===== config.mk =====
export PLATFORM = sky130hd
export DESIGN_NAME = sim_run_controller
export DESIGN_NICKNAME = d
export VERILOG_FILES = /design/src/rtl/sim_run_controller.sv
export SDC_FILE = /design/constraint.sdc
export NUM_CORES = 1
export LEC_CHECK = 0
export BUFFER_PORTS_ARGS = -buffer_cell sky130_fd_sc_hd__buf_2
export CORE_MARGIN = 2
export CORE_UTILIZATION = 40
export DETAILED_ROUTE_END_ITERATION = 8
export GPL_TIMING_DRIVEN = 0
export PLACE_DENSITY = 0.78
export RECOVER_POWER = 50
export SLEW_MARGIN = 30
export SYNTH_ARGS = -nofsm -noshare
export SYNTH_HDL_FRONTEND = slang
export SYNTH_SLANG_ARGS = --single-unit

===== constraint.sdc =====
create_clock -name clk -period 3.4 [get_ports clk]
set_clock_uncertainty 0.1 [all_clocks]
set_input_delay 1.02 -clock clk [delete_from_list [all_inputs] [get_ports clk]]
set_output_delay 1.02 -clock clk [all_outputs]
set_load 0.005 [all_outputs]

===== src/rtl/sim_run_controller.sv =====
// Run controller for the RISC-V core tops: stretches reset, counts cycles/instret,
// detects end-of-test via a tohost store and enforces a cycle-count watchdog.
module sim_run_controller #(
    parameter int              RESET_CYCLES   = 4,
    parameter int              TIMEOUT_CYCLES = 1000,
    parameter int              CNT_W          = 32,
    parameter int              XLEN           = 32,
    parameter logic [XLEN-1:0] TOHOST_ADDR    = 32'h0000_1000
) (
    input  logic             clk,
    input  logic             reset,
    input  logic             mem_we,
    input  logic [XLEN-1:0]  mem_addr,
    input  logic [XLEN-1:0]  mem_wdata,
    input  logic             retire_valid,
    output logic             core_reset,
    output logic             done,
    output logic             pass,
    output logic             fail,
    output logic             timeout,
    output logic [XLEN-2:0]  fail_code,
    output logic [CNT_W-1:0] cycle_count,
    output logic [CNT_W-1:0] instret,
    output logic [2:0]       state
);

    localparam int HOLD_W = (RESET_CYCLES > 1) ? $clog2(RESET_CYCLES) : 1;

    typedef enum logic [2:0] {
        ST_HOLD    = 3'd0,
        ST_RUN     = 3'd1,
        ST_PASS    = 3'd2,
        ST_FAIL    = 3'd3,
        ST_TIMEOUT = 3'd4
    } state_t;

    state_t             state_q, state_d;
    logic [HOLD_W-1:0]  hold_cnt, hold_cnt_d;
    logic               core_reset_d, done_d, pass_d, fail_d, timeout_d;
    logic [XLEN-2:0]    fail_code_d;
    logic [CNT_W-1:0]   cycle_count_d, instret_d;
    logic               tohost_hit, wdog_hit;

    assign tohost_hit = mem_we && (mem_addr == TOHOST_ADDR) && mem_wdata[0];
    assign wdog_hit   = (TIMEOUT_CYCLES != 0) &&
                        (cycle_count == CNT_W'(TIMEOUT_CYCLES - 1));

    always_comb begin
        // NOTE: every target gets a hold-value default first so no path infers a latch.
        state_d       = state_q;
        hold_cnt_d    = hold_cnt;
        core_reset_d  = core_reset;
        done_d        = done;
        pass_d        = pass;
        fail_d        = fail;
        timeout_d     = timeout;
        fail_code_d   = fail_code;
        cycle_count_d = cycle_count;
        instret_d     = instret;

        case (state_q)
            ST_HOLD: begin
                if (hold_cnt == HOLD_W'(RESET_CYCLES - 1)) begin
                    state_d      = ST_RUN;
                    core_reset_d = 1'b0;
                end else begin
                    hold_cnt_d = hold_cnt + 1'b1;
                end
            end
            ST_RUN: begin
                // The terminating edge is still a RUN edge, so it is counted too.
                cycle_count_d = cycle_count + 1'b1;
                if (retire_valid)
                    instret_d = instret + 1'b1;
                if (tohost_hit) begin
                    done_d       = 1'b1;
                    core_reset_d = 1'b1;
                    if (mem_wdata == XLEN'(1)) begin
                        state_d = ST_PASS;
                        pass_d  = 1'b1;
                    end else begin
                        state_d     = ST_FAIL;
                        fail_d      = 1'b1;
                        fail_code_d = mem_wdata[XLEN-1:1];
                    end
                end else if (wdog_hit) begin
                    state_d      = ST_TIMEOUT;
                    timeout_d    = 1'b1;
                    done_d       = 1'b1;
                    core_reset_d = 1'b1;
                end
            end
            default: ;
        endcase
    end

    // NOTE: sequential state uses non-blocking assignments so all registers update together.
    always_ff @(posedge clk) begin
        if (reset) begin
            state_q     <= ST_HOLD;
            hold_cnt    <= '0;
            core_reset  <= 1'b1;
            done        <= 1'b0;
            pass        <= 1'b0;
            fail        <= 1'b0;
            timeout     <= 1'b0;
            fail_code   <= '0;
            cycle_count <= '0;
            instret     <= '0;
        end else begin
            state_q     <= state_d;
            hold_cnt    <= hold_cnt_d;
            core_reset  <= core_reset_d;
            done        <= done_d;
            pass        <= pass_d;
            fail        <= fail_d;
            timeout     <= timeout_d;
            fail_code   <= fail_code_d;
            cycle_count <= cycle_count_d;
            instret     <= instret_d;
        end
    end

    assign state = state_q;

endmodule


After elaboration in Yosys (flattened, before gate mapping)
Index checks and enable logic that the tools add are counted.
- bits in latches: 0
- memory bits (writable): 0
- memories kept: 0
- word-level logic and storage cells: 44
- flip-flop bits (word level): 105
- ROM bits: 0
- multipliers: 0
- muxes and demuxes: 9
- equality and inequality tests: 7
- magnitude comparators: 0
- shifts and indexed selects: 0
- reduce and logical (&&, ||, !) cells: 12
- add/subtract/negate cells: 3
- bitwise logic cells: 3
- div/mod/pow operators: 0
- operator list (kind ; number):
    adder 32 x 1 -> 32 bit (second input constant) ; 2
    equality test 32 x 1 -> 1 bit (second input constant) ; 1
    equality test 32 x 10 -> 1 bit (second input constant) ; 1
    equality test 32 x 13 -> 1 bit (second input constant) ; 1
    AND reduction 3 bit ; 4
    two-way mux 3 bit ; 3
    one-hot mux 3 bit (2 select lines) ; 1
    AND reduction 2 bit ; 3
    two-way mux 1 bit ; 4
    nonzero test 2 bit ; 2
    equality test 3 x 1 -> 1 bit (second input constant) ; 1
    zero test 3 bit ; 1
    != test 3 bit (second input constant) ; 1
    inverter 1 bit ; 3
    adder 2 x 1 -> 2 bit (second input constant) ; 1
    equality test 2 bit (second input constant) ; 1
    logical AND 1 bit ; 2
    != test 2 bit (second input constant) ; 1
    one-hot mux 1 bit (2 select lines) ; 1

Depth between registers and ports, before layout
- depth in word-level cells: 5
- mapped depth: 7

Worst setup path after synthesis
No wires, ideal clock.
- path type: input port to flip-flop
- start point: in mem_addr[7]
- end point: reg fail_code[10]
- setup time: 0.070 ns
- required time: 3.230 ns
- stages: 7
- arrival: 2.533 ns
- slack: 0.697 ns
- cells stage by stage: or4_1 -> nor3_1 -> and4_1 -> buf_2 -> buf_2 -> nand3_1 -> a21oi_1
- longest elaborated chain between the ends: 4
- RTL lines (element ; line ; RTL):
    start: declaration ; 13 ; input logic [XLEN-1:0] mem_addr,
    equality test 32 x 13 -> 1 bit ; 44 ; assign tohost_hit = mem_we && (mem_addr == TOHOST_ADDR) && mem_wdata[0];
    logical AND 1 bit (2 in a row) ; 44 ;
    AND reduction 3 bit (no source line) ; n/a ;
    end signal: assignment ; 118 ; fail_code <= fail_code_d;
    end: declaration ; 21 ; output logic [XLEN-2:0] fail_code,
Every way passes these cells.
A chain may end at the register's enable or synchronous reset.

Worst setup path in the final report
- start point: in mem_addr[7]
- end point: reg fail_code[11]
The elaborated chain is that of the path after synthesis.

==> results.yml <==
final_layout:
  post-route-util_pct: 51.6
  area_growth_pct: 27.1
  drive_gt1_share_pct: 19.3
  nNetsFinal: 802
  final_common_cell: "buf_2"
  final_cell_mix: "buf_2 (121), dfxtp_1 (105), clkbuf_1 (78)"
  num_antenna_cells: 0
routing:
  wl_microns: 13000
  routed_via_density: 5.25
  final_antenna_net_count: 0
  wl_per_cell_microns: 14.8
  drc: 0
  firstDrtPassIters: 4
  first_iter_violations: 226
  vias: 4614
power:
  power_density_mw_per_mm2: 419
  finalPower_uw: 2450
  power_leakage_uw: 0.00217
  vdd_drop_max_mv: 0.331
sta:
  period_minus_slack_ns: 2.84
  fin_ws_ns: 0.563
  setup_viol: 0
  hold_violations: 0
  hold_ws_ns: 0.361
  grt_setup_unrepaired: "false"
  fmax_ghz: 0.352
  slew_viol_final: 0
  worstMarginPinSlew_ns: 0.877
  fin_tns_setup_ns: 0
  fin_crit_sh_pct: 83.4
  slew_headroom_pct: 41.1
die:
  die_y_microns: 111
  die_area_sq_mm: 0.0124
  rows: 39
  num_io_pins: 171
  die_w_microns: 111
  start_util_pct: 40.6
  core_area_sq_mm: 0.0113
logic_synthesis:
  synth.distinct_cells: 32
  async_reset_ff_share_pct: 0
  ys_seq_elements: 105
  synth_edf_count: 0
  yosysSeqAreaShare_pct: 45.8
  synth-warning-count: 0
  syn-num-nets: 622
  avgSynthCellArea_sq_um: 8.33
  synthCells: 551
  synth_ff_type: "dfxtp_1"
  syn-cell-area_sq_mm: 0.00459
global_route:
  grt_pass1_wl_microns: 21100
  antenna_found_initial: 0
  grt_overflow: 0
  grt_max_degree: 19
  grtUsageTotal_pct: 20.7
  grt_pass1_vias: 4103
worst_setup_path:
  cp.required_ns: 3.56
  r2r_slack_ns: 0.65
  rr_endpoint: "instret[28]"
  setup.worst_path.start_class: "primary input"
  critPathMaxFanout: 10
  critPathLaunch: "mem_addr[7]"
  rr_worst_depth: 6
  r2r_start: "state[0]"
  critPathCaptureType: "flip-flop"
  critPathArrivalTime_ns: 3.00
  crit_type: "primary input to flip-flop"
  endpoint: "fail_code[11]"
clocking:
  clk_pin_slew_ns: 0.07
  htree_levels: 3
  clkSinkCount: 105
  insertion_delay_ns: 0.34
  cts_tree: "yes"
  cts_buffers: 9
  cts_hold_buf: 0
  cts-root-buf: "clkbuf_16"
  cts_resized: 0
  post-cts-setup-buffers: 0
  cts_max_path_buffers: 2
placed_design:
  place_ws_ns: 0.201
  portBuffers: 169
  dp_hpwl_microns: 9870
  gp_congestion: 0.893
min_path:
  hold_path_depth: 2
  hold_path.class: "flip-flop to flip-flop"
  worstHoldStart: "timeout"
job:
  drv_cap: 0
run_status:
  status: "completed"
## final cells by class
class | instances | area, sq um
Buffer | 32 | 128
Clock buffer | 11 | 253
Inverter | 12 | 45.0
Timing Repair Buffer | 169 | 779
Clock inverter | 5 | 46.3
Tap cell | 143 | 179
Sequential cell | 105 | 2100
Multi-Input combinational cell | 402 | 2310
Fill cell | 1126 | 5480
## where the power goes
part | switching (uW) | total, uW | internal (uW)
Clock | 477 | 1030 | 549
Combinational | 87.6 | 158 | 70.2
Sequential | 16.0 | 1260 | 1250
Total | 581 | 2450 | 1870
## through the flow
step                std cells  cell area (sq um)
floorplan                 551               4590
global placement          863               5620
detailed placement        863               5620
CTS                       879               5920
global route              879               5840
finish                    879               5840
## worst max-delay path, cell delays in order
cell	delay, ns
buf_2	0.09
or4_1	0.53
nor3_1	0.34
and4_1	0.27
buf_2	0.23
buf_2	0.25
nand3_1	0.10
a21oi_1	0.17
## metal layers
metal / global-route usage, % / wire length [microns] / up-vias
met5: 0 / 0 / -
met4: 6.75 / 297 / 0
met3: 4.05 / 682 / 23
met2: 30.9 / 5730 / 132
met1: 30.1 / 6290 / 2114
li1: - / - / 2345
## sequential cells by signal, indices dropped and copies added (netlist names)
register / cells
done: 1
fail_code: 31
core_reset: 1
cycle_count: 32
state: 3
fail: 1
hold_cnt: 2
timeout: 1
instret: 32
pass: 1
## worst min-delay path by stage
| stage | slack [ns] | to |
|---|---|---|
| after global placement | 0.34 | timeout |
| after floorplan | 0.34 | timeout |
| after global routing | 0.39 | fail_code[30] |
| final | 0.36 | timeout |
| after detailed placement | 0.34 | timeout |
| after CTS | 0.36 | timeout |
## cell usage after synthesis (all sizes together), types with 2 or more instances
cell	number	area, sq um
and3	7	43.8
nor4	24	150
xnor2	19	166
dfxtp	105	2100
mux2i	2	20.0
and4	8	70.1
buf	6	28.8
xor2	25	219
inv	12	45.0
or4	4	30.0
nand4	21	146
nand3	57	290
nor2	58	218
or3	20	125
ha	3	37.5
nor4b	5	43.8
o21ai	50	250
nand2	23	86.3
a21oi	57	285
clkbuf	26	98.8
nor3	12	60.1
## logic make-up after synthesis
group	share of synthesized area (%)
buf+inv	3.76
fa+ha+maj	0.818
compound gates	12.1
xor+xnor	8.39
simple gates	28.7
flops	45.8
mux	0.436
Power figures use the tool's default switching activity.
